<file path="config.mk">
export PLATFORM = sky130hd
export DESIGN_NAME = mac_ctrl
export DESIGN_NICKNAME = d
export VERILOG_FILES = /design/src/rtl/mac_ctrl.sv
export SDC_FILE = /design/constraint.sdc
export NUM_CORES = 1
export LEC_CHECK = 0
export CAP_MARGIN = 30
export CORE_ASPECT_RATIO = 2
export CORE_MARGIN = 1.5
export CORE_UTILIZATION = 49
export CTS_BUF_LIST = sky130_fd_sc_hd__clkbuf_2
export DETAILED_ROUTE_END_ITERATION = 10
export GPL_TIMING_DRIVEN = 0
export PLACE_DENSITY = 0.77
export SLEW_MARGIN = 10
export SYNTH_ARGS = -nofsm -noshare
export SYNTH_HDL_FRONTEND = slang
export SYNTH_SLANG_ARGS = --single-unit
</file>
<file path="constraint.sdc">
create_clock -name clk -period 19.8 [get_ports clk]
set_clock_uncertainty 0.2 [all_clocks]
set_input_delay 3.96 -clock clk [delete_from_list [all_inputs] [get_ports clk]]
set_output_delay 3.96 -clock clk [all_outputs]
set_load 0.1 [all_outputs]
</file>
<file path="src/rtl/mac_ctrl.sv">
// mac_ctrl: streaming fixed-point dot-product engine.
// Operand pairs are multiplied, accumulated, then saturated to WIDTH.
module mac_ctrl #(
  parameter int WIDTH      = 16,
  parameter int FRAC_WIDTH = 8,
  parameter int LEN_W      = 7
) (
  input  logic             clk,
  input  logic             rst,
  input  logic             start,
  input  logic [LEN_W-1:0] len,
  output logic             busy,
  input  logic             in_valid,
  output logic             in_ready,
  input  logic [WIDTH-1:0] in_a,
  input  logic [WIDTH-1:0] in_b,
  output logic             out_valid,
  input  logic             out_ready,
  output logic [WIDTH-1:0] out_data,
  output logic             out_ovf
);

  localparam int PW    = 2*WIDTH-FRAC_WIDTH;
  localparam int ACC_W = PW+LEN_W;

  typedef enum logic [1:0] {
    IDLE,
    ACCUM,
    DRAIN,
    OUT
  } state_t;

  state_t state, state_nx;

  logic [LEN_W-1:0]         count;
  logic signed [PW-1:0]     p_reg;
  logic signed [ACC_W-1:0]  acc;
  logic signed [ACC_W-1:0]  sum;
  logic signed [2*WIDTH-1:0] a_ext;
  logic signed [2*WIDTH-1:0] b_ext;
  logic signed [2*WIDTH-1:0] prod;
  logic [ACC_W-WIDTH:0]     hi;
  logic                     fits;
  logic [WIDTH-1:0]         sat_val;
  logic                     xfer_in;

  assign a_ext = {{WIDTH{in_a[WIDTH-1]}}, in_a};
  assign b_ext = {{WIDTH{in_b[WIDTH-1]}}, in_b};
  assign prod  = a_ext * b_ext;

  // p_reg is zeroed on idle cycles so each product lands in acc exactly once
  assign sum  = acc + {{LEN_W{p_reg[PW-1]}}, p_reg};
  assign hi   = sum[ACC_W-1:WIDTH-1];
  assign fits = (&hi) | ~(|hi);

  always_comb begin
    sat_val = sum[WIDTH-1:0];
    if (!fits) begin
      if (hi[ACC_W-WIDTH])
        sat_val = {1'b1, {(WIDTH-1){1'b0}}};
      else
        sat_val = {1'b0, {(WIDTH-1){1'b1}}};
    end
  end

  assign busy      = (state != IDLE);
  assign in_ready  = (state == ACCUM);
  assign out_valid = (state == OUT);
  assign xfer_in   = in_valid & in_ready;

  always_comb begin
    state_nx = state;
    unique case (state)
      IDLE: begin
        if (start)
          state_nx = (len != '0) ? ACCUM : OUT;
      end
      ACCUM: begin
        if (xfer_in && count == LEN_W'(1))
          state_nx = DRAIN;
      end
      DRAIN: state_nx = OUT;
      OUT: begin
        if (out_ready)
          state_nx = IDLE;
      end
    endcase
  end

  always_ff @(posedge clk) begin
    if (rst) begin
      state    <= IDLE;
      count    <= '0;
      acc      <= '0;
      p_reg    <= '0;
      out_data <= '0;
      out_ovf  <= 1'b0;
    end else begin
      state <= state_nx;
      case (state)
        IDLE: begin
          if (start) begin
            count <= len;
            acc   <= '0;
            p_reg <= '0;
            if (len == '0) begin
              out_data <= '0;
              out_ovf  <= 1'b0;
            end
          end
        end
        ACCUM: begin
          acc <= sum;
          if (xfer_in) begin
            p_reg <= PW'(prod >>> FRAC_WIDTH);
            count <= count - 1'b1;
          end else begin
            p_reg <= '0;
          end
        end
        DRAIN: begin
          out_data <= sat_val;
          out_ovf  <= ~fits;
        end
        default: ;
      endcase
    end
  end

endmodule

</file>
==> results.rst <==
.. list-table::
   :header-rows: 1

   * - Metric
     - Value
   * - Max stage delay cell, worst path
     - sky130_fd_sc_hd__clkdlybuf4s50_1
   * - Required time of the critical path
     - around 20000 ps
   * - Placed wire-length estimate
     - ~34000 um
   * - Endpoint of the worst register-to-register path
     - out_data[13]
   * - Compound-gate portion of the synthesized area
     - 0.128
   * - Initial Utilization
     - 0.498
   * - Number of buffers inserted during clock tree synthesis
     - 9
   * - Post-CTS resize count
     - 0
   * - Peak per-stage delay on the critical path
     - 770 ps
   * - Number of enable flip-flop cells after synthesis
     - 0
   * - Area leader, netlist
     - sky130_fd_sc_hd__fa_1
   * - H-Tree Level Count
     - 3
   * - Worst slew pin tran
     - slightly below 1000 ps
   * - Post-synthesis share of cell area spent on full adders, half adders and majority gates
     - 0.458
   * - Number of core rows
     - ~90
   * - Final period util
     - 0.573
   * - Total congestion overflow after global routing
     - 0
   * - Most frequent cell after synthesis
     - sky130_fd_sc_hd__inv_1
   * - Area share of the leading cell type in the synthesized netlist
     - 0.359
   * - Mean instance size in the synthesized netlist
     - around 8.8 um2
   * - Highest net fanout along the worst path
     - 10
   * - Via count
     - 11815
   * - Maximum number of pins on one net before global-route repair
     - 15
   * - Count of buffers from port buffering
     - 63
   * - Vias in the first global route
     - about 13000
   * - I/O pin count
     - 64
   * - Critical Path, Cell by Cell
     - clkdlybuf4s50_1 -> clkbuf_1 -> nand2_1 -> fa_1 -> fa_1 -> fa_1 -> fa_1 -> inv_1 -> fa_1 -> fa_1 -> ha_1 -> a21o_1 -> a21oi_1 -> o21ai_0 -> a21oi_1 -> o2bb2ai_1 -> a31o_2 -> a221oi_1 -> o21ai_0 -> xor2_1 -> a22o_1
   * - Number of buffer and inverter instances along the worst setup path
     - 3
   * - Relative slew margins
     - 0.340
   * - Type of destination of the critical path
     - flop
   * - RR Startpoint
     - p_reg[23]
   * - Result of the run
     - finished clean
   * - Async SR Flop Fraction
     - 0
   * - Main combinational cell family by area after synthesis
     - adder cells
   * - Share of final-layout standard cells stronger than drive strength 1
     - 0.0380
   * - Timing-limited maximum frequency
     - a little under 90 MHz
   * - Data arrival time at the worst-slack endpoint
     - 11690 ps
   * - Post-synthesis mux area share
     - 0.00359
   * - Netlist Area Pre-Place
     - roughly 0.015 mm2
   * - Dominant register cell in the synthesized netlist
     - sky130_fd_sc_hd__dfxtp_1
   * - Die W
     - 125 um
   * - Avg Vias per Cell
     - between 5 and 6
   * - First-pass GRT wire length
     - about 65000 um
   * - Global placement routability congestion
     - roughly 0.98
   * - Post-DR wirelength/cell
     - about 19 um
   * - Top cell types by occurrence after synthesis
     - sky130_fd_sc_hd__inv_1 (305), sky130_fd_sc_hd__fa_1 (262), sky130_fd_sc_hd__nand2_1 (182)
   * - Clk_lat worst skew
     - approximately 620 ps
   * - Height of the die
     - 247 um
   * - Remaining antenna violation count after routing
     - 0
   * - Post-CTS setup-driven buffer insertion count
     - 0
   * - Share of the yosys chip area belonging to registers
     - 0.111
   * - Type of the worst setup path
     - primary input to flop
   * - Hold Path Depth
     - 2
   * - End of the worst hold path
     - out_data[15]
   * - First-pass detailed-route iteration total
     - 7
   * - Warnings from Yosys
     - 0
   * - Initial antenna violation count
     - 1
   * - Max capacitance violation total
     - 0
   * - Final Hold Vio Count
     - 0
   * - Layout overhead on the synthesized area
     - 8.12%
   * - Post-synthesis share of cell area spent on and, or, nand and nor gates
     - 0.176
   * - Number of flip-flops and latches in the synthesized netlist
     - a little over 80
   * - Overall routed net length
     - about 40000 um
   * - Max Buffers Root-to-Sink
     - 2
   * - Number of DRC markers in iteration 0
     - roughly 610
   * - Final slew viol count
     - 0
   * - Clock transition at the register clock pins on the worst setup and hold paths after CTS
     - 220 ps
   * - Critical hold path startpoint
     - out_data[15]
   * - Clock root buffer
     - sky130_fd_sc_hd__clkbuf_2
   * - Std-Cell Core Area
     - around 0.029 mm2
   * - Post-Synth XOR/XNOR Area
     - 0.0281
   * - Period minus WS final
     - around 11000 ps
   * - Setup Viol. Count Final
     - 0
   * - Worst reg-to-reg setup slack
     - between 15000 and 20000 ps
   * - Global-route usage over all layers
     - 0.268
   * - Worst path top cell family by delay
     - adder cells
   * - CP startpoint kind
     - primary input
   * - Max FFs per register
     - 31
   * - Post-synth cell types
     - 84
   * - Filler Cells Inserted
     - between 2000 and 3000
   * - # hold bufs at CTS
     - 0
   * - Post-Synthesis Net Count
     - between 2000 and 2500
   * - Worst min-delay path class
     - flop to flop
   * - Post-Synthesis Cells
     - approximately 1700
   * - TritonCTS clock tree
     - done
   * - Most common cell type on the critical path
     - sky130_fd_sc_hd__fa_1
   * - Clock net sink count
     - between 80 and 90
   * - Area enclosed by the die boundary
     - between 0.03 and 0.04 mm2
   * - Number of cells on the worst reg-to-reg path
     - 13
   * - Setup repair after global routing missed its margin
     - false
   * - Number of remaining DRC errors
     - 0
   * - Post-layout nets
     - about 2200
   * - Most area-consuming cells after synthesis
     - sky130_fd_sc_hd__fa_1 (36%), sky130_fd_sc_hd__dfxtp_1 (11%), sky130_fd_sc_hd__ha_1 (9.9%)
   * - Post-Route Setup TNS
     - 0 ps
==> layer usage <==
| layer | up-vias | share of wire | track usage |
|---|---|---|---|
| met5 | - | 0 | 0 |
| met4 | 0 | 0.077 | 0.185 |
| met3 | 177 | 0.045 | 0.0272 |
| met2 | 424 | 0.55 | 0.538 |
| met1 | 5799 | 0.33 | 0.249 |
| li1 | 5415 | - | - |
==> area by class of cell <==
class                           count  area (um2)  share of cell area
Antenna cell                        2        5.00            0.000316
Buffer                             60         267              0.0168
Clock buffer                        9        45.0             0.00285
Clock inverter                      7        43.8             0.00277
Inverter                          305        1140              0.0724
Multi-Input combinational cell   1210       11600               0.733
Sequential cell                    81        1620               0.103
Tap cell                          364         455              0.0288
Timing Repair Buffer               64         638              0.0403
==> worst min-delay path: stages, from the launching register on <==
cell,delay [ps]
sky130_fd_sc_hd__dfxtp_1,360
sky130_fd_sc_hd__nand2_1,50
sky130_fd_sc_hd__a21oi_1,50
==> how the worst max path moves through the flow <==
stage,startpoint,to,slack [ps],cells after the start
after floorplan,in_a[10],p_reg[20],9830,20
after global placement,in_a[9],p_reg[20],7900,21
after detailed placement,in_a[9],p_reg[20],7750,21
after CTS,in_a[9],p_reg[20],8450,21
after global routing,in_a[9],p_reg[20],8170,21
final,in_a[9],p_reg[20],8450,21
==> layout by cell type (no fill, tap or decap), types with 4 or more instances in the layout <==
master	count
sky130_fd_sc_hd__a22oi_1	18
sky130_fd_sc_hd__o21ai_0	42
sky130_fd_sc_hd__and3_1	6
sky130_fd_sc_hd__a21o_1	21
sky130_fd_sc_hd__clkbuf_2	9
sky130_fd_sc_hd__o21bai_1	6
sky130_fd_sc_hd__o211ai_2	11
sky130_fd_sc_hd__buf_6	4
sky130_fd_sc_hd__and2_1	129
sky130_fd_sc_hd__clkbuf_1	52
sky130_fd_sc_hd__nand2_1	182
sky130_fd_sc_hd__nor3_1	11
sky130_fd_sc_hd__a211oi_1	13
sky130_fd_sc_hd__inv_1	305
sky130_fd_sc_hd__nand2b_1	13
sky130_fd_sc_hd__ha_1	116
sky130_fd_sc_hd__a22o_1	12
sky130_fd_sc_hd__nor2b_1	16
sky130_fd_sc_hd__o21a_1	14
sky130_fd_sc_hd__nand4_1	7
sky130_fd_sc_hd__xnor2_1	27
sky130_fd_sc_hd__fa_1	262
sky130_fd_sc_hd__o211ai_1	11
sky130_fd_sc_hd__nand3_1	24
sky130_fd_sc_hd__a21oi_1	61
sky130_fd_sc_hd__dfxtp_1	81
sky130_fd_sc_hd__clkdlybuf4s50_1	63
sky130_fd_sc_hd__xor2_1	20
sky130_fd_sc_hd__nor2_1	94
==> cells by family after synthesis <==
group,count (synthesis)
adders and majority gates,378
muxes,5
DFF,81
buffers and inverters,365
xor gates and xnor gates,47
and+or+nand+nor,518
AOI/OAI and AO/OA,262
==> through the flow <==
step	cells	setup WS (ps)	hold WS, ps	area, um2	util
after floorplan	1656	9830	232	14600	-
after global routing	2101	8170	289	15800	0.538
after global placement	2083	7900	247	15700	0.535
final	2102	8450	267	15800	0.538
after detailed placement	2084	7750	245	15700	0.535
after CTS	2100	8450	268	15800	0.538
Power is left out: the tool's default activity adds up to more than one toggle a clock period on the data nets, which glitch-free logic cannot reach.
